==> src/rtl/control_and_status_register_file_pkg.sv <==
// Shared definitions for the machine-mode CSR file: addresses, trap causes,
// status/enable bit positions and the CSR read-modify-write op encoding.
package csr_definitions;

   localparam logic [11:0] CSR_MSTATUS   = 12'h300;
   localparam logic [11:0] CSR_MIE       = 12'h304;
   localparam logic [11:0] CSR_MTVEC     = 12'h305;
   localparam logic [11:0] CSR_MSCRATCH  = 12'h340;
   localparam logic [11:0] CSR_MEPC      = 12'h341;
   localparam logic [11:0] CSR_MCAUSE    = 12'h342;
   localparam logic [11:0] CSR_MIP       = 12'h344;
   localparam logic [11:0] CSR_MCYCLE    = 12'hB00;
   localparam logic [11:0] CSR_MINSTRET  = 12'hB02;
   localparam logic [11:0] CSR_MCYCLEH   = 12'hB80;
   localparam logic [11:0] CSR_MINSTRETH = 12'hB82;
   localparam logic [11:0] CSR_CYCLE     = 12'hC00;
   localparam logic [11:0] CSR_INSTRET   = 12'hC02;
   localparam logic [11:0] CSR_CYCLEH    = 12'hC80;
   localparam logic [11:0] CSR_INSTRETH  = 12'hC82;
   localparam logic [11:0] CSR_MHARTID   = 12'hF14;

   localparam logic [31:0] MCAUSE_ECALL_M         = 32'd11;
   localparam logic [31:0] MCAUSE_MACHINE_TIMER   = 32'h8000_0007;

   localparam int unsigned MSTATUS_MIE_BIT  = 3;
   localparam int unsigned MSTATUS_MPIE_BIT = 7;
   localparam int unsigned MIE_MTIE_BIT     = 7;
   localparam int unsigned MIP_MTIP_BIT     = 7;

   typedef enum logic [1:0] {
      CSR_OP_NONE  = 2'b00,
      CSR_OP_WRITE = 2'b01,
      CSR_OP_SET   = 2'b10,
      CSR_OP_CLEAR = 2'b11
   } csr_op_e;

   function automatic logic [31:0] csr_apply_op(input csr_op_e op,
                                                input logic [31:0] old_value,
                                                input logic [31:0] operand);
      case (op)
         CSR_OP_WRITE: return operand;
         CSR_OP_SET:   return old_value | operand;
         CSR_OP_CLEAR: return old_value & ~operand;
         default:      return old_value;
      endcase
   endfunction

endpackage

==> src/rtl/control_and_status_register_file_csr_counter_64.sv <==
// 64-bit free-running counter whose halves can each be overwritten; a write
// to either half takes the place of that cycle's increment.
module csr_counter_64 (
   input  logic        clock,
   input  logic        reset,
   input  logic        i_increment,
   input  logic        i_write_low,
   input  logic        i_write_high,
   input  logic [31:0] i_write_data,
   output logic [63:0] o_value
);

   logic [63:0] r_value;

   always_ff @(posedge clock) begin
      if (reset) begin
         r_value <= '0;
      end else if (i_write_low) begin
         r_value[31:0] <= i_write_data;
      end else if (i_write_high) begin
         r_value[63:32] <= i_write_data;
      end else if (i_increment) begin
         r_value <= r_value + 64'd1;
      end
   end

   assign o_value = r_value;

endmodule

==> src/rtl/control_and_status_register_file.sv <==
// Machine-mode CSR file with trap/return sequencing for ECALL, MRET and the
// machine timer interrupt, plus 64-bit cycle and retired-instruction counters.
module control_and_status_register_file
   import csr_definitions::*;
#(
   parameter logic [31:0] HART_ID           = 32'd0,
   parameter logic [31:0] RESET_TRAP_VECTOR = 32'h0000_0100
) (
   input  logic        clock,
   input  logic        reset,
   input  logic        instruction_valid,
   input  logic        csr_write_enable,
   input  logic        is_environment_call,
   input  logic        is_machine_return,
   input  logic [2:0]  function_3,
   input  logic [11:0] csr_address,
   input  logic [31:0] csr_write_operand,
   input  logic [31:0] program_counter,
   input  logic        instruction_retired,
   input  logic        timer_interrupt_pending,
   output logic [31:0] csr_read_data,
   output logic        trap_taken,
   output logic [31:0] trap_target_pc,
   output logic        return_taken,
   output logic [31:0] return_target_pc
);

   logic        r_mie;
   logic        r_mpie;
   logic        r_mtie;
   logic [31:2] r_mtvec;
   logic [31:0] r_mscratch;
   logic [31:2] r_mepc;
   logic [31:0] r_mcause;

   logic [63:0] w_mcycle;
   logic [63:0] w_minstret;
   logic [31:0] w_mstatus_view;
   logic [31:0] w_mie_view;
   logic [31:0] w_mip_view;
   logic [31:0] w_read_data;
   logic [31:0] w_new_value;
   logic        w_interrupt;
   logic        w_ecall;
   logic        w_mret;
   logic        w_csr_write;
   logic        w_unused_bits;

   // Priority chain: each lower-priority event is masked by every one above it.
   assign w_interrupt = instruction_valid & r_mie & r_mtie & timer_interrupt_pending;
   assign w_ecall     = instruction_valid & is_environment_call & ~w_interrupt;
   assign w_mret      = instruction_valid & is_machine_return & ~w_interrupt & ~w_ecall;
   assign w_csr_write = instruction_valid & csr_write_enable & ~w_interrupt & ~w_ecall
                        & ~w_mret & (function_3[1:0] != CSR_OP_NONE);

   assign trap_taken       = ~reset & (w_interrupt | w_ecall);
   assign return_taken     = ~reset & w_mret;
   assign trap_target_pc   = {r_mtvec, 2'b00};
   assign return_target_pc = {r_mepc, 2'b00};

   assign w_unused_bits = ^{function_3[2], program_counter[1:0]};

   always_comb begin
      w_mstatus_view                   = '0;
      w_mstatus_view[12:11]            = 2'b11;
      w_mstatus_view[MSTATUS_MIE_BIT]  = r_mie;
      w_mstatus_view[MSTATUS_MPIE_BIT] = r_mpie;
      w_mie_view                       = '0;
      w_mie_view[MIE_MTIE_BIT]         = r_mtie;
      w_mip_view                       = '0;
      w_mip_view[MIP_MTIP_BIT]         = timer_interrupt_pending;
   end

   always_comb begin
      case (csr_address)
         CSR_MSTATUS:                w_read_data = w_mstatus_view;
         CSR_MIE:                    w_read_data = w_mie_view;
         CSR_MTVEC:                  w_read_data = {r_mtvec, 2'b00};
         CSR_MSCRATCH:               w_read_data = r_mscratch;
         CSR_MEPC:                   w_read_data = {r_mepc, 2'b00};
         CSR_MCAUSE:                 w_read_data = r_mcause;
         CSR_MIP:                    w_read_data = w_mip_view;
         CSR_MCYCLE,   CSR_CYCLE:    w_read_data = w_mcycle[31:0];
         CSR_MCYCLEH,  CSR_CYCLEH:   w_read_data = w_mcycle[63:32];
         CSR_MINSTRET, CSR_INSTRET:  w_read_data = w_minstret[31:0];
         CSR_MINSTRETH, CSR_INSTRETH: w_read_data = w_minstret[63:32];
         CSR_MHARTID:                w_read_data = HART_ID;
         default:                    w_read_data = '0;
      endcase
   end

   assign csr_read_data = w_read_data;
   assign w_new_value   = csr_apply_op(csr_op_e'(function_3[1:0]), w_read_data, csr_write_operand);

   always_ff @(posedge clock) begin
      if (reset) begin
         r_mie      <= 1'b0;
         r_mpie     <= 1'b0;
         r_mtie     <= 1'b0;
         r_mtvec    <= RESET_TRAP_VECTOR[31:2];
         r_mscratch <= '0;
         r_mepc     <= '0;
         r_mcause   <= '0;
      end else if (w_interrupt || w_ecall) begin
         r_mepc   <= program_counter[31:2];
         r_mcause <= w_interrupt ? MCAUSE_MACHINE_TIMER : MCAUSE_ECALL_M;
         r_mpie   <= r_mie;
         r_mie    <= 1'b0;
      end else if (w_mret) begin
         r_mie  <= r_mpie;
         r_mpie <= 1'b1;
      end else if (w_csr_write) begin
         case (csr_address)
            CSR_MSTATUS: begin
               r_mie  <= w_new_value[MSTATUS_MIE_BIT];
               r_mpie <= w_new_value[MSTATUS_MPIE_BIT];
            end
            CSR_MIE:      r_mtie     <= w_new_value[MIE_MTIE_BIT];
            CSR_MTVEC:    r_mtvec    <= w_new_value[31:2];
            CSR_MSCRATCH: r_mscratch <= w_new_value;
            CSR_MEPC:     r_mepc     <= w_new_value[31:2];
            CSR_MCAUSE:   r_mcause   <= w_new_value;
            default: ;
         endcase
      end
   end

   csr_counter_64 u_mcycle (
      .clock        (clock),
      .reset        (reset),
      .i_increment  (1'b1),
      .i_write_low  (w_csr_write && (csr_address == CSR_MCYCLE)),
      .i_write_high (w_csr_write && (csr_address == CSR_MCYCLEH)),
      .i_write_data (w_new_value),
      .o_value      (w_mcycle)
   );

   csr_counter_64 u_minstret (
      .clock        (clock),
      .reset        (reset),
      .i_increment  (instruction_retired),
      .i_write_low  (w_csr_write && (csr_address == CSR_MINSTRET)),
      .i_write_high (w_csr_write && (csr_address == CSR_MINSTRETH)),
      .i_write_data (w_new_value),
      .o_value      (w_minstret)
   );

endmodule

==> config.mk <==
export PLATFORM = sky130hd
export DESIGN_NAME = control_and_status_register_file
export DESIGN_NICKNAME = d
export VERILOG_FILES = /design/src/rtl/control_and_status_register_file_pkg.sv /design/src/rtl/control_and_status_register_file_csr_counter_64.sv /design/src/rtl/control_and_status_register_file.sv
export SDC_FILE = /design/constraint.sdc
export NUM_CORES = 1
export LEC_CHECK = 0
export ABC_CLOCK_PERIOD_IN_PS = 5300
export CAP_MARGIN = 15
export CORE_ASPECT_RATIO = 1.1
export CORE_MARGIN = 5
export CORE_UTILIZATION = 30
export CTS_CLUSTER_DIAMETER = 50
export DETAILED_ROUTE_END_ITERATION = 6
export HOLD_SLACK_MARGIN = 0.12
export PLACE_DENSITY_LB_ADDON = 0.25
export SYNTH_ARGS = -nofsm -noshare
export SYNTH_HDL_FRONTEND = slang
export SYNTH_HIERARCHICAL = 1
export SYNTH_SLANG_ARGS = --single-unit
==> constraint.sdc <==
create_clock -name clock -period 5.3 [get_ports clock]
set_clock_uncertainty 0.2 [all_clocks]
set_input_delay 1.06 -clock clock [delete_from_list [all_inputs] [get_ports clock]]
set_output_delay 1.06 -clock clock [all_outputs]
set_load 0.03 [all_outputs]
==> flow_metrics.env <==
export IMPL_critPathBufInv=3
export IMPL_fin_crit_sh_pct=93.7
export IMPL_ys_seq_area_share_pct=30.6
export IMPL_path_clk_slew_ps=50
export IMPL_crit_fanout=14
export IMPL_synth_area_leaders="dfxtp_1, nand2_1, a22o_1"
export IMPL_cp_slowest_stage_delay_ps=690
export IMPL_cts_buffers_inserted=45
export IMPL_leakagePower_nw=7.52
export IMPL_violations="DRC"
export IMPL_yosys_top_cells_count="dfxtp_1, nand2_1, nor2_1, clkbuf_1, nand3_1"
export IMPL_fill_cells=5671
export IMPL_fp_dieH_um=257
export IMPL_synth_edf_count=0
export IMPL_slew_headroom_pct=20.5
export IMPL_grt_pass1_vias=17600
export IMPL_first_pass_iters=7
export IMPL_crit_family="simple AND/OR/NAND/NOR gates"
export IMPL_ys_seq_elements=255
export IMPL_io_buffer_count=177
export IMPL_dieArea_um2=60400
export IMPL_antenna_found_initial=7
export IMPL_row_count=90
export IMPL_drtAntennaViolNets=0
export IMPL_syn_inst=2083
export IMPL_synthXorXnorAreaFrac_pct=4.62
export IMPL_cts_sinks=255
export IMPL_final_max_slew_viol_count=0
export IMPL_placed_cells=2948
export IMPL_fmax_mhz=201
export IMPL_path_class="input pin to primary output"
export IMPL_synth_warnings=6
export IMPL_netlist_area_um2=16700
export IMPL_area_growth_syn_to_layout_pct=28.1
export IMPL_cts_path_max_buffers=3
export IMPL_hold_viol=0
export IMPL_cp_cell_sequence="clkdlybuf4s50_1, or2_2, nor4_4, buf_4, a22o_1, or3_1, buf_12"
export IMPL_ioPinCount=185
export IMPL_vdd_drop_max_uv=210
export IMPL_synth_cell_types=95
export IMPL_min_period_ps=4960
export IMPL_synth_top_area_share_pct=30.6
export IMPL_synth_top_family_by_area="simple AND/OR/NAND/NOR gates"
export IMPL_muxShareOfSynthArea_pct=5.92
export IMPL_vias=18900
export IMPL_initial_core_util_pct=30.4
export IMPL_vias_per_cell=6.22
export IMPL_cts_tree="yes"
export IMPL_drt_wl_total_mm=84.0
export IMPL_crit_required_ps=4040
export IMPL_finalNetCount=2348
export IMPL_setup_tns_ps=0
export IMPL_worst_pin_slew_ps=1190
export IMPL_maxCapViolCount=0
export IMPL_grt_max_degree=56
export IMPL_p_per_area_nw_per_um2=270
export IMPL_ff2ff_setup_slack_ps=1530
export IMPL_root_buffer="clkbuf_16"
export IMPL_avgSynthCellArea_um2=8.01
export IMPL_grt_overflow=0
export IMPL_drc=2
export IMPL_endpoint_kind="primary output"
export IMPL_synth_adder_area_share_pct=0.150
export IMPL_setup_viol=0
export IMPL_coreArea_um2=55000
export IMPL_synth_most_common_cell="dfxtp_1"
export IMPL_cts_hold_buf=0
export IMPL_cts_setup_buffers=0
export IMPL_die_w_um=235
export IMPL_rsz0062_at_grt="false"
export IMPL_min_path_type="register to register"
export IMPL_ys_flop_type="dfxtp_1"
export IMPL_grt_usage_pct=26.0
export IMPL_clk_latency_ps=590
export IMPL_worstSetupStartpointType="input pin"
export IMPL_synth_top_cell_by_area="dfxtp_1"
export IMPL_grt_pass1_wl_mm=121
export IMPL_synthSimpleGateAreaFrac_pct=28.2
export IMPL_cts_resized=0
export IMPL_final_layout_size_suffix_gt1_share_pct=15.6
export IMPL_wl_per_cell_um=27.7
export IMPL_dpl_hpwl_mm=61.5
export IMPL_instances_no_fill=3032
export IMPL_status="finished, violations left"
export IMPL_cts_max_level=2
export IMPL_place_congestion=0.961
export IMPL_arrival_ps=3700
export IMPL_cpMaxStageDelayCell="clkdlybuf4s50_1"
export IMPL_first_iter_violations=2116
export IMPL_synthArstFlopShare_pct=0
export IMPL_synth_compound_area_share_pct=25.4
[through the flow]
stage                     hold slack (ps)  setup slack, ps  power (mW)  cell area (µm²)  util [%]
after CTS                             256              426        5.78            21400      38.9
after global routing                  280              280        5.91            21400      38.9
after global placement                234              435        2.64            19800      36.0
final                                 261              336        5.76            21400      38.9
after floorplan                       217             1010        2.32            16700         -
after detailed placement              241              396        2.65            19800      36.0
[cells in the final DEF (no fill, tap or decap), drive strengths merged, types with 32 or more instances in the layout]
master and n:
nor4 43, clkbuf 53, nand4 72, nand3 112, o21ai 56, xnor2 60, mux2i 39, a22oi 43
clkdlybuf4s50 141, a31oi 38, or3 32, nor3 44, nand2 234, inv 40, nor2 146, dfxtp 255
a22o 94, and3 54, a211oi 58, mux2 45, buf 150, a21oi 98
[layer usage]
metal | share of wire [%] | track usage (%) | up-vias
li1 | - | - | 8304
met1 | 40 | 34.0 | 9192
met2 | 45 | 41.3 | 1113
met3 | 9.0 | 4.81 | 241
met4 | 6.0 | 13.1 | 0
met5 | 0 | 0 | -
[sequential cells by signal, summed over array words and instances, names as in the netlist]
| register | count |
|---|---|
| u_mcycle/o_value | 64 |
| u_minstret/o_value | 64 |
| r_mcause | 32 |
| r_mscratch | 32 |
| r_mepc | 30 |
| r_mtvec | 30 |
| r_mie | 1 |
| r_mpie | 1 |
| r_mtie | 1 |
[path summary, 6_finish.rpt]
path,to,startpoint,cells after the start
setup / recovery,csr_read_data[6],csr_address[2],7
hold / removal,r_mcause[8],r_mcause[8],2
setup reg to reg,u_mcycle/o_value[21],r_mie,10
hold reg to reg,r_mcause[8],r_mcause[8],2
[worst register-to-register path, stage by stage, from the launching register on]
cell	delay, ps
dfxtp_1	450
a31oi_1	220
nor4b_2	210
buf_4	210
nand3_1	220
nor2_4	90
nand2b_1	170
nor3_1	930
nand3_1	320
or3_1	410
a311oi_1	260
[kinds of logic after synthesis]
family / count (synthesis)
XOR/XNOR: 88
other: 2
adder cells (fa/ha/maj): 2
multiplexers: 88
AO/OA/AOI/OAI: 557
flip-flops: 255
buffers and inverters: 205
AND/OR/NAND/NOR: 886
[where the power goes]
part           leakage [nW]  switching, mW  internal, mW  total, mW
Sequential             2.06         0.0437          1.95       1.99
Clock                 0.758           1.16          1.98       3.14
Combinational          4.70          0.404         0.226      0.630
[final cells by class]
class | count | area (µm²) | area share, %
antenna | 4 | 10.0 | 0.0468
clock buffer | 53 | 1210 | 5.65
clock inverter | 27 | 394 | 1.84
inverter | 38 | 143 | 0.668
multi-input combinational | 1628 | 10800 | 50.7
sequential | 255 | 5100 | 23.9
tap | 736 | 921 | 4.31
timing repair buffer | 291 | 2760 | 12.9
(Power assumes the default switching activity.)
